$ cat src/rtl/fpa_seq_ctrl.sv
// fpa_seq_ctrl: clocked sequencer for the FP-add datapath.
// For each run it walks N_PAIRS operand pairs. Pair k uses ROM words 2k and 2k+1.
// The adder is enabled for ADD_LAT cycles, then the sum is written to RAM word k.
// When the run finishes, done goes high and the RAM read address follows ext_ram_addr.
// Optional feature: define FPA_NAN_CHECK_EN to add a sticky NaN/Inf flag (err/err_idx).
module fpa_seq_ctrl #(
  parameter int DW      = 32,
  parameter int ROM_AW  = 3,
  parameter int RAM_AW  = 2,
  parameter int N_PAIRS = 4,
  parameter int ADD_LAT = 2
) (
  input  logic              clk,
  input  logic              rst,
  input  logic              start,
  input  logic [RAM_AW-1:0] ext_ram_addr,
  input  logic [DW-1:0]     adder_sum,
  output logic [ROM_AW-1:0] rom_addr_a,
  output logic [ROM_AW-1:0] rom_addr_b,
  output logic              rom_oe,
  output logic              adder_en,
  output logic [RAM_AW-1:0] ram_addr,
  output logic              ram_rw,
  output logic              ram_oe,
  output logic [DW-1:0]     ram_in,
  output logic              busy,
  output logic              done,
  output logic              err,
  output logic [RAM_AW-1:0] err_idx
);

  localparam int LAT_W = (ADD_LAT > 1) ? $clog2(ADD_LAT) : 1;

  typedef enum logic [2:0] {
    S_IDLE,
    S_FETCH,
    S_ADD,
    S_WRITE,
    S_DONE
  } state_t;

  state_t            state_q, state_d;
  logic [RAM_AW-1:0] k_q, k_d;
  logic [LAT_W-1:0]  lat_q, lat_d;
  logic              last_pair;
  logic              run_req;
  logic [ROM_AW-1:0] k_rom;

  assign last_pair = (k_q == RAM_AW'(N_PAIRS - 1));
  // start is only honoured while the sequencer is not running.
  assign run_req   = start && ((state_q == S_IDLE) || (state_q == S_DONE));
  assign k_rom     = ROM_AW'(k_q);

  // State, pair index and adder-latency counter registers.
  // NOTE: sequential state uses non-blocking (<=) so every register samples pre-edge values.
  always_ff @(posedge clk or posedge rst) begin
    if (rst) begin
      state_q <= S_IDLE;
      k_q     <= '0;
      lat_q   <= '0;
    end else begin
      state_q <= state_d;
      k_q     <= k_d;
      lat_q   <= lat_d;
    end
  end

  // Next-state logic: FETCH -> ADD (ADD_LAT cycles) -> WRITE, repeated once per pair.
  // NOTE: every signal gets a default at the top so no path can infer a latch.
  always_comb begin
    state_d = state_q;
    k_d     = k_q;
    lat_d   = lat_q;
    unique case (state_q)
      S_IDLE, S_DONE: begin
        if (run_req) begin
          state_d = S_FETCH;
          k_d     = '0;
        end
      end
      S_FETCH: begin
        state_d = S_ADD;
        lat_d   = LAT_W'(ADD_LAT - 1);
      end
      S_ADD: begin
        if (lat_q == '0) state_d = S_WRITE;
        else             lat_d   = lat_q - LAT_W'(1);
      end
      S_WRITE: begin
        if (last_pair) begin
          state_d = S_DONE;
        end else begin
          state_d = S_FETCH;
          k_d     = k_q + RAM_AW'(1);
        end
      end
      default: state_d = S_IDLE;
    endcase
  end

  // Output decode. The outputs depend on the state only.
  // Exceptions: ram_in passes adder_sum through in WRITE, and ram_addr follows ext_ram_addr in DONE.
  always_comb begin
    rom_addr_a = '0;
    rom_addr_b = '0;
    rom_oe     = 1'b0;
    adder_en   = 1'b0;
    ram_addr   = '0;
    ram_rw     = 1'b0;
    ram_oe     = 1'b0;
    ram_in     = '0;
    busy       = 1'b0;
    done       = 1'b0;
    unique case (state_q)
      S_FETCH: begin
        rom_oe     = 1'b1;
        rom_addr_a = {k_rom[ROM_AW-2:0], 1'b0};
        rom_addr_b = {k_rom[ROM_AW-2:0], 1'b1};
        ram_addr   = k_q;
        busy       = 1'b1;
      end
      S_ADD: begin
        rom_oe     = 1'b1;
        adder_en   = 1'b1;
        rom_addr_a = {k_rom[ROM_AW-2:0], 1'b0};
        rom_addr_b = {k_rom[ROM_AW-2:0], 1'b1};
        ram_addr   = k_q;
        busy       = 1'b1;
      end
      S_WRITE: begin
        ram_rw   = 1'b1;
        ram_addr = k_q;
        ram_in   = adder_sum;
        busy     = 1'b1;
      end
      S_DONE: begin
        done     = 1'b1;
        ram_oe   = 1'b1;
        ram_addr = ext_ram_addr;
      end
      default: ;
    endcase
  end

`ifdef FPA_NAN_CHECK_EN
  logic              err_q;
  logic [RAM_AW-1:0] err_idx_q;
  logic              bad_sum;

  // An all-ones exponent means the sum is NaN or Inf.
  assign bad_sum = (state_q == S_WRITE) && (adder_sum[30:23] == 8'hFF);

  // Sticky error flag. Only the first bad sum of a run records its index; a new run clears both.
  always_ff @(posedge clk or posedge rst) begin
    if (rst) begin
      err_q     <= 1'b0;
      err_idx_q <= '0;
    end else if (run_req) begin
      err_q     <= 1'b0;
      err_idx_q <= '0;
    end else if (bad_sum && !err_q) begin
      err_q     <= 1'b1;
      err_idx_q <= k_q;
    end
  end

  assign err     = err_q;
  assign err_idx = err_idx_q;
`else
  assign err     = 1'b0;
  assign err_idx = '0;
`endif

endmodule
$ cat config.mk
export PLATFORM = sky130hd
export DESIGN_NAME = fpa_seq_ctrl
export DESIGN_NICKNAME = d
export VERILOG_FILES = /design/src/rtl/fpa_seq_ctrl.sv
export SDC_FILE = /design/constraint.sdc
export NUM_CORES = 1
export LEC_CHECK = 0
export CORE_UTILIZATION = 25
export DETAILED_ROUTE_END_ITERATION = 8
export PLACE_DENSITY = 0.8
export SYNTH_ARGS = -nofsm -noshare
export SYNTH_HDL_FRONTEND = slang
export SYNTH_SLANG_ARGS = --single-unit
$ cat constraint.sdc
create_clock -name clk -period 1.9 [get_ports clk]
set_input_delay 0.38 -clock clk [delete_from_list [all_inputs] [get_ports clk]]
set_output_delay 0.38 -clock clk [all_outputs]
set_load 0.02 [all_outputs]
; ---- After elaboration in Yosys (flattened, before gate mapping)
; Cells that the tools add are included.
[classes]
n_addsub = 2
multipliers = 0
shift = 0
mux = 18
eq_ne = 8
magnitude_cmp = 0
n_reduce_logical = 10
n_div = 0
n_bitwise = 0
[op_table]
columns = cell, n
row1 = 32-bit 2-to-1 mux, 1
row2 = 3-bit 2-to-1 mux, 5
row3 = 3-bit case mux with 4 select lines, 1
row4 = 2-bit case mux with 2 select lines, 2
row5 = 3-bit by 2-bit == test with 1-bit output (second input constant), 2
row6 = 1-bit 2-to-1 mux, 6
row7 = 2-bit inequality test (second input constant), 3
row8 = 2-bit 2-to-1 mux, 2
row9 = 2-bit nonzero test, 2
row10 = 2-bit OR reduction, 2
row11 = 3-bit by 1-bit == test with 1-bit output (second input constant), 1
row12 = 3-bit == test (second input constant), 1
row13 = 3-bit zero test, 1
row14 = 3-bit AND reduction, 1
row15 = 3-bit OR reduction, 1
row16 = 2-bit by 1-bit adder with 2-bit output (second input constant), 1
row17 = 2-bit == test (second input constant), 1
row18 = 1-bit case mux with 2 select lines, 1
row19 = 2-bit AND reduction, 1
row20 = 1-bit logical AND, 1
row21 = 1-bit logical OR, 1
row22 = 1-bit subtractor (second input constant), 1
[word_totals]
latch_bits = 0
ramBits = 0
rom_bits = 0
out_inout_bits = 49
mem_count = 0
inputBits = 37
ff_bits = 6
elab_cells = 41

; ---- Longest topological paths before layout
[depth]
ltp_word = 5
ltp_mapped = 5
mapped_depth_nobuf = 3

; ---- Worst setup path after synthesis
; Ideal clock, no wire load.
[synth_path]
path_type = register -> output
start = reg state_q[0]
end = out rom_addr_b[1]
required_time_ns = 1.520
path_buffers = 2
stages_incl_launch_ff = 6
setup_slack_ns = 0.046
arrival_time_ns = 1.474
path_cell_list = dfrtp_1 > buf_6 > xnor2_1 > nor2_1 > and2_1 > buf_4
[synth_via]
elab_chain_cells = 3
elab_cells_between_ends = 4
cone_classes = eq/ne: 2 / mux: 1 / reduce/logical: 1
[synth_lines]
columns = element, line_no
row1 = from (decl), 42  ; state_t state_q, state_d;
row2 = from (signal assigned), 62  ; state_q <= state_d;
row3 = 3-bit by 2-bit == test with 1-bit output / 3-bit by 1-bit == test with 1-bit output (equally long branches), 114  ; unique case (state_q)
row4 = 2-bit OR reduction (no line) (*), n/a
row5 = 3-bit 2-to-1 mux (*), 114
row6 = to (decl), 19  ; output logic [ROM_AW-1:0] rom_addr_b,
; Mark *: on every way between the ends. The rest lies on a longest branch, timed or not.

; ---- Worst setup path in the final report
[layout_path]
start = reg state_q[0]
end = out done
[layout_via]
elab_chain_cells = 2
[layout_lines]
columns = element, line_no
row1 = 3-bit == test, 114
row2 = 1-bit 2-to-1 mux, 114
row3 = to (decl), 27  ; output logic done,
; No other way between the ends.

==> results.txt <==
status: complete, no violations
Root Buffer: clkbuf_4
first-pass GRT wire length: 3.26 mm
CP arrival: 1490 ps
Max Fclk: 536 MHz
power per cell area: 1390 nW/µm²
Initial Util: 0.266
Die W: 53.4 µm
initial antenna violation count: 0
Vias: 836
TritonCTS buffer count: 3
CTS sink count: 6
most common cell after layout, fill and taps aside: clkdlybuf4s50_1
vias per cell: 4.24
worst clock skew: 1.92 ps
Syn Inst Count: 83
setup ws final: 32.6 ps
CTS H-tree depth: 1
die area: 2850 µm²
DRC violations left: 0
P_leak: 0.714 nW
Placement Setup Slack: -133 ps
Ant. Diodes: 0
DR WL/cell: 12.3 µm
share of layout cells above drive strength 1: 0.329
Crit path max-delay family: buffers and inverters
Die Ht: 53.4 µm
Yosys warnings: 0
routability congestion estimate: 0.762
Setup Viol. Count Final: 0
worst path bufs/invs: 2
gr usage total: 0.160
hold slack: 358 ps
drt initial violations: 3
reg2reg path depth: 5
I/O pin cnt: 86
Max Cap Viol: 0
final slew viol count: 0
number of routed nets with antenna violations: 0
vias in the first global route: 744
CTS tree: yes
Area growth syn-to-layout: 106%
Clock Path Buffers: 2
# rows: 18
Mapped Area: 659 µm²
cell taking the most area after synthesis: and2_1
CP max stage delay: 430 ps
design area: 1360 µm²
clock slew at reported path FFs: 50 ps
Pre-antenna DRT Iters: 3
final hold violations: 0
Clk Latency, worst-skew pair: 250 ps
final setup TNS: 0 ps
Seq cells post-synth: 6
crit path cell chain: nor2_2, and2_1, buf_4, dlygate4sd2_1
final WL: 2.43 mm
CP Class: reg2out
core area: 2480 µm²
grt total ovfl: 0
CP endpoint kind: output pin
largest net degree at the start of global routing: 24
Critical Path Stages: 4
Critical Path Fanout Max: 4
Worst Hold Class: in2async
Seq/Total Area, Yosys: 0.228
post-layout minimum cycle time: 1870 ps
Peak VDD IR: 0.000782 V
Netlist cell types: 23
post-DP HPWL: 2.09 mm
Port Buffers: 81
top-area cell type share of the netlist area: 0.332
Synth area leaders: and2_1, dfrtp_1, buf_4, a22o_1, buf_6
Worst Setup Start Kind: register
Worst EP required: 1520 ps
Worst path slowest cell: dfrtp_2
cell area after placement: 1500 µm²
Syn Area/Cell: 7.94 µm²
commonest non-fill, non-tap cells in the layout: clkdlybuf4s50_1, and2_1, clkbuf_2
RSZ-0062 raised after global routing: true
final period utilization: 0.983
Layout Utilization: 0.549
Final nets: 207
worst reg2reg max path, cell delays in order (launching register included):
cell and delay [ps]:
dfrtp_2 430, and3b_2 250, buf_4 170, buf_4 140, nor2b_4 120, mux2_4 290
cell usage after synthesis (all sizes together):
master,instances
clkbuf,2
and2,35
dfrtp,6
nand2,3
a22o,3
o21a,1
xnor2,1
a21o,1
conb,1
nor2b,1
o21ai,1
nand2b,2
inv,2
a21boi,1
o21bai,2
nor2,6
o311a,1
ha,1
mux2,1
buf,11
and3b,1
logic make-up (layout without fill, tap and decap cells):
| group | after synthesis | after routing | synth area share |
|---|---|---|---|
| and+or+nand+nor | 48 | 48 | 0.436 |
| buffers and inverters | 15 | 96 | 0.156 |
| AOI/OAI and AO/OA | 10 | 10 | 0.120 |
| DFF | 6 | 6 | 0.228 |
| adders and majority gates | 1 | 1 | 0.0190 |
| other | 1 | 4 | 0.00569 |
| xor gates and xnor gates | 1 | 1 | 0.0133 |
| muxes | 1 | 1 | 0.0228 |
per-stage QoR:
stage,std cells,total power (W)
floorplan,86,0.00122
global placement,193,0.00197
detailed placement,193,0.00201
CTS,197,0.00198
global route,197,0.00205
finish,197,0.00189
repair_timing:
action	in CTS	in global routing
resized for setup	85	41
pin swaps	0	0
setup endpoints to repair	45	42
setup buffers	1	0
hold endpoints to repair	0	0
hold buffers	0	0
registers in the layout, indices dropped and copies added, names as in the netlist:
signal / flops
k_q: 2
state_q: 3
lat_q: 1
metal layers:
metal	vias to the layer above	GRT usage	part of all wire
met3	2	0.0230	0.078
met2	39	0.323	0.59
met1	375	0.155	0.33
met5	-	0	0
li1	420	-	-
met4	0	0.0702	0.0095
final timing paths:
path | start | end | slack [ps]
setup reg to reg | state_q[0] | k_q[1] | 400
max in group asynchronous | rst | state_q[0] | 1330
min in group clk | lat_q | lat_q | 490
hold reg to reg | lat_q | lat_q | 490
setup / recovery | state_q[0] | done | 30
hold / removal | rst | k_q[1] | 360
power by group:
part / internal, W / switching [W] / leakage (nW)
Clock: 0.0000716 / 0.0000476 / 0.0138
Sequential: 0.000186 / 0.0000632 / 0.0741
Combinational: 0.000691 / 0.000829 / 0.626
Total: 0.000948 / 0.000939 / 0.714
layout make-up:
cell class                      instances  area, µm²
Tap cell                               30       37.5
Inverter                                2       7.51
Clock buffer                            3       22.5
Timing Repair Buffer                   91        721
Multi-Input combinational cell         65        422
Sequential cell                         6        151
Fill cell                             252       1120
No activity file was read; power rests on OpenSTA's default activity.
